## src/rtl/rsi_window_feeder.sv

```systemverilog
// RSI front end: per-sample gain/loss deltas kept in two N-deep
// sliding windows, strobed out once the windows are full.
package rsi_pkg;
    typedef logic [15:0] uq8_8_t;
endpackage

module rsi_window_feeder
    import rsi_pkg::*;
#(
    parameter int N = 14
) (
    input  logic                   i_clk,
    input  logic                   i_rst,
    input  logic                   i_valid,
    input  uq8_8_t                 i_price,
    output uq8_8_t                 o_gains  [N],
    output uq8_8_t                 o_losses [N],
    output logic                   o_valid,
    output logic [$clog2(N+1)-1:0] o_fill
);

    localparam int FW = $clog2(N + 1);

    typedef enum logic [1:0] {
        S_EMPTY,
        S_FILL,
        S_FULL
    } state_e;

    state_e  state_q, state_d;
    uq8_8_t  prev_q, prev_d;
    uq8_8_t  gains_q  [N];
    uq8_8_t  gains_d  [N];
    uq8_8_t  losses_q [N];
    uq8_8_t  losses_d [N];
    logic    valid_q, valid_d;
    logic [FW-1:0] fill_q, fill_d;

    uq8_8_t  gain_new;
    uq8_8_t  loss_new;

    always_comb begin
        gain_new = '0;
        loss_new = '0;
        if (i_price > prev_q) begin
            gain_new = i_price - prev_q;
        end else if (i_price < prev_q) begin
            loss_new = prev_q - i_price;
        end
    end

    always_comb begin
        state_d  = state_q;
        prev_d   = prev_q;
        gains_d  = gains_q;
        losses_d = losses_q;
        fill_d   = fill_q;
        valid_d  = 1'b0;
        case (state_q)
            S_EMPTY: begin
                if (i_valid) begin
                    prev_d  = i_price;
                    state_d = S_FILL;
                end
            end
            S_FILL, S_FULL: begin
                if (i_valid) begin
                    // newest at [0]; oldest drops off [N-1]
                    for (int k = N - 1; k > 0; k--) begin
                        gains_d[k]  = gains_q[k-1];
                        losses_d[k] = losses_q[k-1];
                    end
                    gains_d[0]  = gain_new;
                    losses_d[0] = loss_new;
                    prev_d      = i_price;
                    if (state_q == S_FULL) begin
                        valid_d = 1'b1;
                    end else begin
                        fill_d = fill_q + 1'b1;
                        if (fill_q == FW'(N - 1)) begin
                            state_d = S_FULL;
                            valid_d = 1'b1;
                        end
                    end
                end
            end
            default: state_d = S_EMPTY;
        endcase
    end

    always_ff @(posedge i_clk) begin
        if (i_rst) begin
            state_q  <= S_EMPTY;
            prev_q   <= '0;
            gains_q  <= '{default: '0};
            losses_q <= '{default: '0};
            fill_q   <= '0;
            valid_q  <= 1'b0;
        end else begin
            state_q  <= state_d;
            prev_q   <= prev_d;
            gains_q  <= gains_d;
            losses_q <= losses_d;
            fill_q   <= fill_d;
            valid_q  <= valid_d;
        end
    end

    assign o_gains  = gains_q;
    assign o_losses = losses_q;
    assign o_valid  = valid_q;
    assign o_fill   = fill_q;

endmodule

```

## config.mk

```make
export PLATFORM = sky130hd
export DESIGN_NAME = rsi_window_feeder
export DESIGN_NICKNAME = d
export VERILOG_FILES = /design/src/rtl/rsi_window_feeder.sv
export SDC_FILE = /design/constraint.sdc
export NUM_CORES = 1
export LEC_CHECK = 0
export ABC_AREA = 1
export CORE_ASPECT_RATIO = 0.75
export CORE_UTILIZATION = 52
export DETAILED_ROUTE_END_ITERATION = 6
export GPL_TIMING_DRIVEN = 0
export PLACE_DENSITY = 0.94
export SYNTH_ARGS = -nofsm -noshare
export SYNTH_HDL_FRONTEND = slang
export SYNTH_SLANG_ARGS = --single-unit
export TNS_END_PERCENT = 20
```

## constraint.sdc

```tcl
create_clock -name i_clk -period 3.8 [get_ports i_clk]
set_clock_uncertainty 0.05 [all_clocks]
set_input_delay 0.76 -clock i_clk [delete_from_list [all_inputs] [get_ports i_clk]]
set_output_delay 0.76 -clock i_clk [all_outputs]
set_load 0.02 [all_outputs]
```

# After elaboration in Yosys (flattened, before gate mapping)
# Index checks and enable logic that the tools add are counted.
# totals
regBits	471
in_bits	19
wordCells	65
out_inout_bits	453
# op_classes
n_bitwise	3
n_reduce_logical	8
eq_ne	7
add_sub_neg	3
mux	10
n_lt_le_gt_ge	2
# ops
cell	count
2-to-1 mux 16 bit	3
subtractor 16 bit	2
greater-than comparator 16 bit	1
< comparator 16 bit	1
2-to-1 mux 2 bit	4
inequality test 2 bit, second input constant	4
OR reduction 3 bit	2
adder 4 x 1 -> 4 bit, second input constant	1
equality test 4 bit, second input constant	1
one-hot mux 2 bit (2 select lines)	1
AND reduction 2 bit	2
AND reduction 4 bit	1
NOT 1 bit	3
AND reduction 3 bit	1
equality test 2 x 1 -> 1 bit, second input constant	1
equality test 2 bit, second input constant	1
zero test 2 bit	1
2-to-1 mux 1 bit	2
OR reduction 2 bit	1

# Depth between registers and ports, before layout
# depth
word_depth	5
depth_mapped	15
depth_no_buf	14

# Worst setup path before layout
# No wires, ideal clock.
# synth_timing
kind	input to register
from	in i_price[0]
to	reg losses_q (netlist bit o_losses[220])
path_buffers	1
required_time_ns	3.679
cell_stages	14
t_arrival_ns	2.361
setup_slack_ns	1.318
setup_ns	0.071
cell_sequence	inv_1 > ha_1 > inv_1 > fa_1 > nand3_1 > nand3_1 > nand2_1 > nand2_2 > nand2_4 > nand3_1 > inv_2 > buf_4 > nand3_1 > a21oi_1
# synth_via
elab_chain_len	3
elab_cells_between_ends	5
cone_classes	1 x add/sub; 2 x order compare; 2 x mux
# synth_lines
element	line	source
from (decl)	15	input uq8_8_t i_price,
subtractor 16 bit / < comparator 16 bit (equally long branches)	48, 47	
2-to-1 mux 16 bit	47	end else if (i_price < prev_q) begin
2-to-1 mux 16 bit *	45	if (i_price > prev_q) begin
to (signal assigned)	103	losses_q <= losses_d;
to (decl)	34	uq8_8_t losses_q [N];
# Mark *: on every way between the ends. The rest lies on a longest branch, timed or not.
# A chain may end at the register's enable or synchronous reset.

# Worst setup path after layout
# layout_timing
from	reg state_q[1]
to	reg gains_q (netlist bit o_gains[61])
# layout_via
elab_chain_len	3
elab_cells_between_ends	4
cone_classes	2 x eq/ne; 2 x reduce/logical
# layout_lines
element	line	source
from (decl)	30	state_e state_q, state_d;
from (signal assigned)	100	state_q <= state_d;
equality test 2 bit / equality test 2 x 1 -> 1 bit (equally long branches)	59	case (state_q)
OR reduction 2 bit *	59	
AND reduction 2 bit (no line) *	--	
to (signal assigned)	102	gains_q <= gains_d;
to (decl)	32	uq8_8_t gains_q [N];
# Marks and branches as above.

==> run summary <==
Synth Area in Compound Gates = 14.1%
Die W = 217 µm
Area growth, synth to finish = 38.0%
RSZ-0062 raised after global routing = no
Cell Int Power = 13.3 mW
Crit path DAT = 3410 ps
Mux cell area share after synthesis = 0%
Max rail drop VDD = 0.655 mV
Via density per instance = 5.73
Met3 usage = 9.50%
Layout cell share with drive strength beyond 1 = 3.56%
Routed wire length = 69900 µm
Root Driver = clkbuf_16
CTS Hold Buffers Added = 0
DRC viols = 0
Setup crit end kind = register
Kind of critical path = register to register
Actual slew at the worst max-slew pin = 792 ps
Slowest stage delay, CP = 500 ps
Final net count = 2998
Die area = 35400 µm²
Final setup margin = 812 ps
Routed len/inst = 20.4 µm
Met2 Track Usage GR = 61.1%
Net Sw Frac = 42.0%
Synth cell types = 28
Syn. warnings = 0
Worst-path maximum fanout = 10
Core area = 33800 µm²
Diode count = 0
Finished Cell Area = 24800 µm²
# H-tree levels = 2
Initial Utilization = 53.2%
CTS sink count = 471
Chip Height = 163 µm
Final setup viols = 0
DPL Wire Length = 51300 µm
All-Layer GR Usage = 38.0%
Largest net degree at the start of global routing = 16
Logic pwr share = 43.5%
Synth Area in Simple Gates = 24.2%
Fin Setup TNS = 0 ps
Dpl ws = 370 ps
Maxcap violations = 0
Pwr per Cell Area = 926 nW/µm²
Outcome = finished clean
Cell Chain, Critical Path = inv_1 -> ha_1 -> nand2_1 -> buf_2 -> clkbuf_1 -> clkbuf_1 -> o21ai_0 -> nor2_1
Vias = 19600
Main combinational cell family by area after synthesis = simple AND/OR/NAND/NOR gates
Maximum clock frequency = 335 MHz
Post-synth net total = 2482
DR iter-0 viols = 2435
Register area = 9430 µm²
Syn_area_per_cell = 7.43 µm²
Vias in the first global route = 18300
Grt peak-use layer = met2
Pre-antenna DRT Iters = 6
Min-Delay Path Class = register to register
Clock buffer count from CTS = 44
FP Rows = 58
Inst Count DP = 3344
Remaining global-route overflow = 0
Clock Path Buffers = 3
Post-DP Area = 23300 µm²
Fill cells = 2359
Met1 GRT Util = 46.8%
Post-Synth XOR/XNOR Area = 0.827%
Boundary pin count = 472
Most frequent CP cell = clkbuf_1
Final-report hold violation count = 0
Clk pwr share = 20.9%
Clock Latency Late Sink = 560 ps
Rel. slew slack = 47.2%
Final min period = 2990 ps
# Post-CTS Setup Buffers = 0
Synth Area in Adders = 2.79%
Leakage power = 9.74 nW
Mapped Cells = 2424
Area of the multi-input gates = 7550 µm²
Seq pwr share = 35.6%
Post-CTS Resized = 0
CP max stage cell = clkbuf_1
Yosys reg bits = 471
Startpoint types = register
First-pass GRT wire length = 104000 µm
Number of I/O port buffers = 470
Clock slew at reported path FFs = 70 ps
Non-Filler Instances = 3424
Sequential share of the synthesized area = 52.4%
Antenna violations before repair = 0
Critical Path RT = 4230 ps
Psw = 9.67 mW
Gpl congestion = 0.960
ANT nets after route = 0
Slew Limit Fails = 0
Post-Syn Area = 18000 µm²
Final Cycle Share = 78.6%
CTS tree = done
==> area by class of cell <==
class | count | area share, %
Clock buffer | 55 | 5.01
Inverter | 107 | 1.62
Sequential cell | 471 | 37.9
Timing Repair Buffer | 470 | 18.9
Clock inverter | 25 | 1.31
Tap cell | 450 | 2.27
Buffer | 160 | 2.52
Multi-Input combinational cell | 1686 | 30.4
==> stage by stage <==
stage / power, mW / hold slack (ps) / util [%]
after floorplan: 12.8 / 424 / -
after global placement: 17.4 / 413 / 68.8
after detailed placement: 17.8 / 417 / 68.8
after CTS: 22.7 / 432 / 73.5
after global routing: 23.9 / 456 / 73.5
final: 23.0 / 433 / 73.5
==> sequential cells by signal, indices dropped and copies added, names as in the netlist <==
name / cells
o_gains: 224
o_losses: 224
prev_q: 16
o_fill: 4
state_q: 2
o_valid: 1
==> worst paths after layout <==
check,start,endpoint,slack (ps),cells after the start
max reg2reg,state_q[1],o_gains[61],810,8
max,state_q[1],o_gains[61],810,8
min,o_gains[214],o_gains[214],430,2
min reg2reg,o_gains[214],o_gains[214],430,2
==> kinds of logic (layout without fill, tap and decap cells) <==
group,count (synthesis),after routing
flops,471,471
xor+xnor,17,17
fa+ha+maj,39,39
compound gates,504,504
buf+inv,267,817
simple gates,1126,1126
==> synthesized netlist by cell type <==
library cell | number | share of area, %
a211oi_1 | 1 | 0.042
a21oi_1 | 64 | 1.8
a21oi_2 | 4 | 0.19
and2_1 | 3 | 0.10
and2_4 | 1 | 0.049
buf_1 | 8 | 0.17
buf_2 | 6 | 0.17
buf_4 | 1 | 0.042
buf_6 | 1 | 0.063
clkbuf_1 | 139 | 2.9
clkbuf_2 | 5 | 0.14
dfxtp_1 | 471 | 52
fa_1 | 2 | 0.22
ha_1 | 37 | 2.6
inv_1 | 105 | 2.2
inv_2 | 2 | 0.042
nand2_1 | 203 | 4.2
nand2_2 | 4 | 0.14
nand2_4 | 2 | 0.13
nand3_1 | 45 | 1.3
nand3b_1 | 1 | 0.042
nand4_1 | 4 | 0.14
nor2_1 | 858 | 18
nor2_4 | 3 | 0.19
nor3_1 | 2 | 0.056
o21ai_0 | 435 | 12
xnor2_1 | 1 | 0.049
xor2_1 | 16 | 0.78
==> critical path: cells and delay by family (launching register included) <==
kind	cells	cell delay, ps
AO/OA/AOI/OAI	1	220
adder cells (fa/ha/maj)	1	310
buffers and inverters	4	1480
flip-flops	1	380
AND/OR/NAND/NOR	2	480
==> metal layers <==
metal  vias up  share of wire [%]
met4         0                6.3
met1      9207                 38
met5         -                  0
li1       8759                  -
met3       315                 11
met2      1346                 45
==> power by group through the flow <==
stage / logic [mW] / registers (mW) / clock network (mW)
after floorplan: 3.24 / 9.58 / 0
after global placement: 9.32 / 8.06 / 0
after detailed placement: 9.63 / 8.13 / 0
after CTS: 9.84 / 8.07 / 4.81
after global routing: 10.6 / 8.27 / 5.02
final: 10.0 / 8.20 / 4.80
==> cell usage in the layout (no fill, tap or decap), types with 8 or more instances in the layout <==
master	count
nor2_1	858
dfxtp_1	471
clkdlybuf4s50_1	470
o21ai_0	435
nand2_1	203
clkbuf_1	142
inv_1	105
a21oi_1	64
clkbuf_16	46
nand3_1	45
ha_1	37
xor2_1	16
clkinv_2	12
buf_1	8
No activity file was read; power rests on OpenSTA's default activity.
